## config.mk

```make
export PLATFORM = sky130hd
export DESIGN_NAME = four_bit_unsigned_multiplier_flat
export DESIGN_NICKNAME = d
export VERILOG_FILES = /design/src/rtl/four_bit_unsigned_multiplier_if.sv /design/src/rtl/four_bit_unsigned_multiplier.sv /design/src/flat_wrapper.sv
export SDC_FILE = /design/constraint.sdc
export NUM_CORES = 1
export LEC_CHECK = 0
export CORE_MARGIN = 2
export CORE_UTILIZATION = 40
export CTS_CLUSTER_DIAMETER = 100
export DETAILED_ROUTE_END_ITERATION = 8
export GPL_TIMING_DRIVEN = 0
export PLACE_DENSITY = 0.7
export SYNTH_ARGS = -nofsm -noshare
export SYNTH_HDL_FRONTEND = slang
export SYNTH_SLANG_ARGS = --single-unit
export TNS_END_PERCENT = 100
```

## constraint.sdc

```tcl
create_clock -name clk -period 8.2 [get_ports clk]
set_input_delay 1.64 -clock clk [delete_from_list [all_inputs] [get_ports clk]]
set_output_delay 1.64 -clock clk [all_outputs]
set_load 0.1 [all_outputs]
```

## src/rtl/four_bit_unsigned_multiplier_if.sv

```systemverilog
// Operand/result bundle for the 4x4 unsigned multiplier.
// Handshake: a/b are consumed at every rising edge where in_valid=1 (no ready, no
// backpressure); out_valid=1 marks exactly the cycles after an edge that loaded a new product.
interface four_bit_unsigned_multiplier_if;
    logic [3:0] a;
    logic [3:0] b;
    logic       in_valid;
    logic [7:0] product;
    logic       out_valid;

    modport master (
        output a,
        output b,
        output in_valid,
        input  product,
        input  out_valid
    );

    modport slave (
        input  a,
        input  b,
        input  in_valid,
        output product,
        output out_valid
    );
endinterface

```

## src/rtl/four_bit_unsigned_multiplier.sv

```systemverilog
// Structural 4x4 unsigned array multiplier (AND partial products, HA/FA ripple rows).
// Define FOUR_BIT_UNSIGNED_MULTIPLIER_PIPE2_EN to register the array after rows 0-1 (latency 2).
module four_bit_unsigned_multiplier (
    input  logic                           clk,
    input  logic                           rst,
    four_bit_unsigned_multiplier_if.slave  bus
);

    function automatic logic [1:0] ha(input logic x, input logic y);
        return {x & y, x ^ y};
    endfunction

    function automatic logic [1:0] fa(input logic x, input logic y, input logic ci);
        return {(x & y) | (ci & (x ^ y)), x ^ y ^ ci};
    endfunction

    // One array row: x is the upper part of the running sum, p the next partial-product row.
    // Returns {carry_out, sum[3:0]}; sum[0] is a finished product bit.
    function automatic logic [4:0] add_row(input logic [3:0] x, input logic [3:0] p);
        logic [1:0] c0;
        logic [1:0] c1;
        logic [1:0] c2;
        logic [1:0] c3;
        c0 = ha(x[0], p[0]);
        c1 = fa(x[1], p[1], c0[1]);
        c2 = fa(x[2], p[2], c1[1]);
        c3 = fa(x[3], p[3], c2[1]);
        return {c3[1], c3[0], c2[0], c1[0], c0[0]};
    endfunction

    logic [3:0] pp [4];

    always_comb begin
        for (int i = 0; i < 4; i++) begin
            pp[i] = 4'b0000;
            for (int j = 0; j < 4; j++) begin
                pp[i][j] = bus.a[j] & bus.b[i];
            end
        end
    end

    logic [4:0] row1;
    logic [4:0] row2;
    logic [4:0] row3;
    logic [7:0] prod_next;
    logic       stage_valid;

    assign row1 = add_row({1'b0, pp[0][3:1]}, pp[1]);

`ifdef FOUR_BIT_UNSIGNED_MULTIPLIER_PIPE2_EN
    logic [4:0] s1_sum;
    logic       s1_bit0;
    logic [3:0] s1_pp2;
    logic [3:0] s1_pp3;
    logic       s1_valid;

    // Mid-array register: rows 0-1 reduced, rows 2-3 carried forward as raw partial products.
    always_ff @(posedge clk) begin
        if (rst) begin
            s1_sum   <= 5'd0;
            s1_bit0  <= 1'b0;
            s1_pp2   <= 4'd0;
            s1_pp3   <= 4'd0;
            s1_valid <= 1'b0;
        end else begin
            s1_valid <= bus.in_valid;
            if (bus.in_valid) begin
                s1_sum  <= row1;
                s1_bit0 <= pp[0][0];
                s1_pp2  <= pp[2];
                s1_pp3  <= pp[3];
            end
        end
    end

    assign row2        = add_row(s1_sum[4:1], s1_pp2);
    assign row3        = add_row(row2[4:1], s1_pp3);
    assign prod_next   = {row3, row2[0], s1_sum[0], s1_bit0};
    assign stage_valid = s1_valid;
`else
    assign row2        = add_row(row1[4:1], pp[2]);
    assign row3        = add_row(row2[4:1], pp[3]);
    assign prod_next   = {row3, row2[0], row1[0], pp[0][0]};
    assign stage_valid = bus.in_valid;
`endif

    logic [7:0] prod_q;
    logic       vld_q;

    always_ff @(posedge clk) begin
        if (rst) begin
            prod_q <= 8'h00;
            vld_q  <= 1'b0;
        end else begin
            vld_q <= stage_valid;
            if (stage_valid) begin
                prod_q <= prod_next;
            end
        end
    end

    assign bus.product   = prod_q;
    assign bus.out_valid = vld_q;

endmodule

```

## src/flat_wrapper.sv

```systemverilog
// flat-port wrapper written by rule: the top's interface ports become plain ports
module four_bit_unsigned_multiplier_flat 
  (clk, rst, bus_a, bus_b, bus_in_valid, bus_product, bus_out_valid);
  four_bit_unsigned_multiplier_if bus_i ();
  input  logic clk;
  input  logic rst;
  input wire logic [$bits(bus_i.a)-1:0] bus_a;
  input wire logic [$bits(bus_i.b)-1:0] bus_b;
  input wire logic [$bits(bus_i.in_valid)-1:0] bus_in_valid;
  output wire logic [$bits(bus_i.product)-1:0] bus_product;
  output wire logic [$bits(bus_i.out_valid)-1:0] bus_out_valid;
  assign bus_i.a = bus_a;
  assign bus_i.b = bus_b;
  assign bus_i.in_valid = bus_in_valid;
  assign bus_product = bus_i.product;
  assign bus_out_valid = bus_i.out_valid;
  four_bit_unsigned_multiplier u_core (.clk(clk), .rst(rst), .bus(bus_i));
endmodule
```

==> impl_metrics.yaml <==
sta:
  tns_ps: 0
  fin_crit_ps: 5680
  slew_viol_final: 0
  whs_ps: 471
  max_freq_mhz: 176
  slew_headroom: 0.343
  layout_setup_ws_ps: 2520
  tightest_slew_ps: 982
  fin_skew_ps: 0
  rsz0062_at_grt: "false"
  hold_viol: 0
  finalCritPeriodShare: 0.693
  finalSetupViolCount: 0
logic_synthesis:
  yosysSeqAreaShare: 0.283
  avgSynthCellArea_um2: 10.1
  syn_nets: 86
  yosysUniqueCellTypes: 15
  synth_seq_cells: 9
  synth_area_leaders: "dfxtp_1 28%, fa_1 25%, and2_1 9.8%"
  yosysWarnings: 0
  synth.top_cell.area_share: 0.283
  synth_top_cell_by_area: "dfxtp_1"
  syn_area_um2: 636
  synthCells: 63
cts:
  postCtsResizedCells: 0
  clock_latency_ps: 260
  clockRootBuffer: "clkbuf_4"
  cts_tree: "built"
  cts_hold_buf: 0
  max-clock-path-buffers: 2
  clkSinkCount: 9
  post-cts-setup-buffers: 0
  path_clk_slew_ps: 60
  cts_buffers: 3
  h-tree-depth: 1
setup_path:
  r2r-end: "u_core.bus.product[5]$_SDFFE_PP0P_"
  worst_ep_required_time_ps: 8350
  r2r_slack_ps: 7570
  reg2reg_from: "u_core.bus.product[5]$_SDFFE_PP0P_"
  cp.arrival_ps: 5830
  crit_path_max_fanout: 4
  cp-end-kind: "register"
  worstSetupPathType: "in -> reg"
  startpoint_type: "input pin"
  rr_worst_depth: 2
detailed_routing:
  drt_iter0_drc: 2
  ant_nets: 0
  route.detailed.drc: 0
  wl_per_cell_um: 11.3
  vias: 494
  vias_per_cell: 4.89
  drt-total-wl_mm: 1.14
  dr.pass1.iters: 2
cells_and_area:
  nets: 109
  drive_gt1_frac: 0.0824
  antenna_cells: 0
  mostFrequentLayoutCells: "18 x clkdlybuf4s50_1, 10 x and2_1, 9 x dfxtp_1"
  layout_commonest_cell: "clkdlybuf4s50_1"
  syn_to_final_growth_pct: 35.8
  final_core_util: 0.573
global_route:
  grt_pass1_vias: 453
  track_usage: 0.133
  grt_max_degree: 11
  grt_antenna_before_repair: 0
  grt_remaining_overflow: 0
  grt_pass1_wl_mm: 1.85
hold_path:
  min_to: "u_core.bus.product[0]$_SDFFE_PP0P_"
  hold_class: "reg -> reg"
  whs_path_depth: 2
  hold_start: "u_core.bus.product[0]$_SDFFE_PP0P_"
floorplanning:
  num_io_pins: 20
  fp.coreArea_um2: 1510
  start_util: 0.422
  dieArea_um2: 1920
  row_count: 14
  die_x_um: 43.9
  die_h_um: 43.9
place:
  place_ws_ps: 2240
  gp_congestion: 0.682
  port_buffers: 18
  dpl.hpwl_um: 967
power_and_ir_drop:
  vdd_ir_drop_max_mv: 0.155
  p_leak_nw: 0.399
  power_density_nw_per_um2: 176
  power.total_uw: 152
outcome:
  outcome: "finished, final reports clean"
job:
  maxCapViolCount: 0
## cells in the mapped netlist
| cell | n |
|---|---|
| a211oi_2 | 1 |
| a21oi_1 | 1 |
| and2_1 | 10 |
| buf_6 | 1 |
| clkbuf_2 | 1 |
| dfxtp_1 | 9 |
| fa_1 | 8 |
| ha_1 | 4 |
| inv_1 | 7 |
| mux2i_1 | 6 |
| nand2_1 | 5 |
| nand2b_1 | 1 |
| nand3_1 | 1 |
| nor2_1 | 7 |
| nor2b_1 | 1 |
## stage by stage
stage / cells / instance area (µm²)
after floorplan: 63 / 636
after global placement: 97 / 836
after detailed placement: 97 / 836
after CTS: 101 / 863
after global routing: 101 / 863
final: 101 / 863
## worst max-delay path, cell delays in order
cell             delay [ps]
clkdlybuf4s50_1         530
and2_1                  150
ha_1                    150
inv_1                    50
fa_1                    370
fa_1                    480
inv_1                    50
fa_1                    460
fa_1                    390
fa_1                    470
fa_1                    440
fa_1                    440
mux2i_1                 150
nor2_1                   50
## area by class of cell
class,instances,area [µm²]
inverter,7,26.3
clock inverter,1,5.00
buffer,2,16.3
clock buffer,3,22.5
sequential,9,180
tap,16,20.0
fill,139,643
timing repair buffer,18,180
multi-input combinational,45,413
## per-layer routing
metal | global-route usage | up-vias | routed length, µm
met3 | 0.0667 | 0 | 74
li1 | - | 241 | -
met4 | 0.0182 | 0 | 0
met1 | 0.175 | 240 | 473
met5 | 0 | - | 0
met2 | 0.200 | 13 | 590
## kinds of logic (layout without fill, tap and decap cells)
logic type / after synthesis / after routing / synth area share
DFF: 9 / 9 / 0.283
AOI/OAI and AO/OA: 2 / 2 / 0.0275
and+or+nand+nor: 25 / 25 / 0.197
adders and majority gates: 12 / 12 / 0.331
buffers and inverters: 9 / 31 / 0.0669
muxes: 6 / 6 / 0.0945
## power breakdown
part           total (mW)  internal (mW)  switching [mW]
Clock              0.0342         0.0180          0.0162
Combinational      0.0680         0.0223          0.0456
Sequential         0.0497         0.0477         0.00198
Total               0.152         0.0881          0.0638
## state kept, by name (all words and copies together) (netlist names)
register              flops
u_core.bus.product        8
u_core.bus.out_valid      1
## worst max path at each step
stage / start / end / slack (ps) / cells past startpoint
detailed placement: bus_a[0] / u_core.bus.product[6]$_SDFFE_PP0P_ / 2240 / 14
global route: bus_a[0] / u_core.bus.product[6]$_SDFFE_PP0P_ / 2390 / 14
finish: bus_a[0] / u_core.bus.product[6]$_SDFFE_PP0P_ / 2520 / 14
global placement: bus_b[0] / u_core.bus.product[6]$_SDFFE_PP0P_ / 2290 / 14
CTS: bus_a[0] / u_core.bus.product[6]$_SDFFE_PP0P_ / 2500 / 14
floorplan: bus_b[0] / u_core.bus.product[6]$_SDFFE_PP0P_ / 2960 / 13
(Power assumes the default switching activity.)
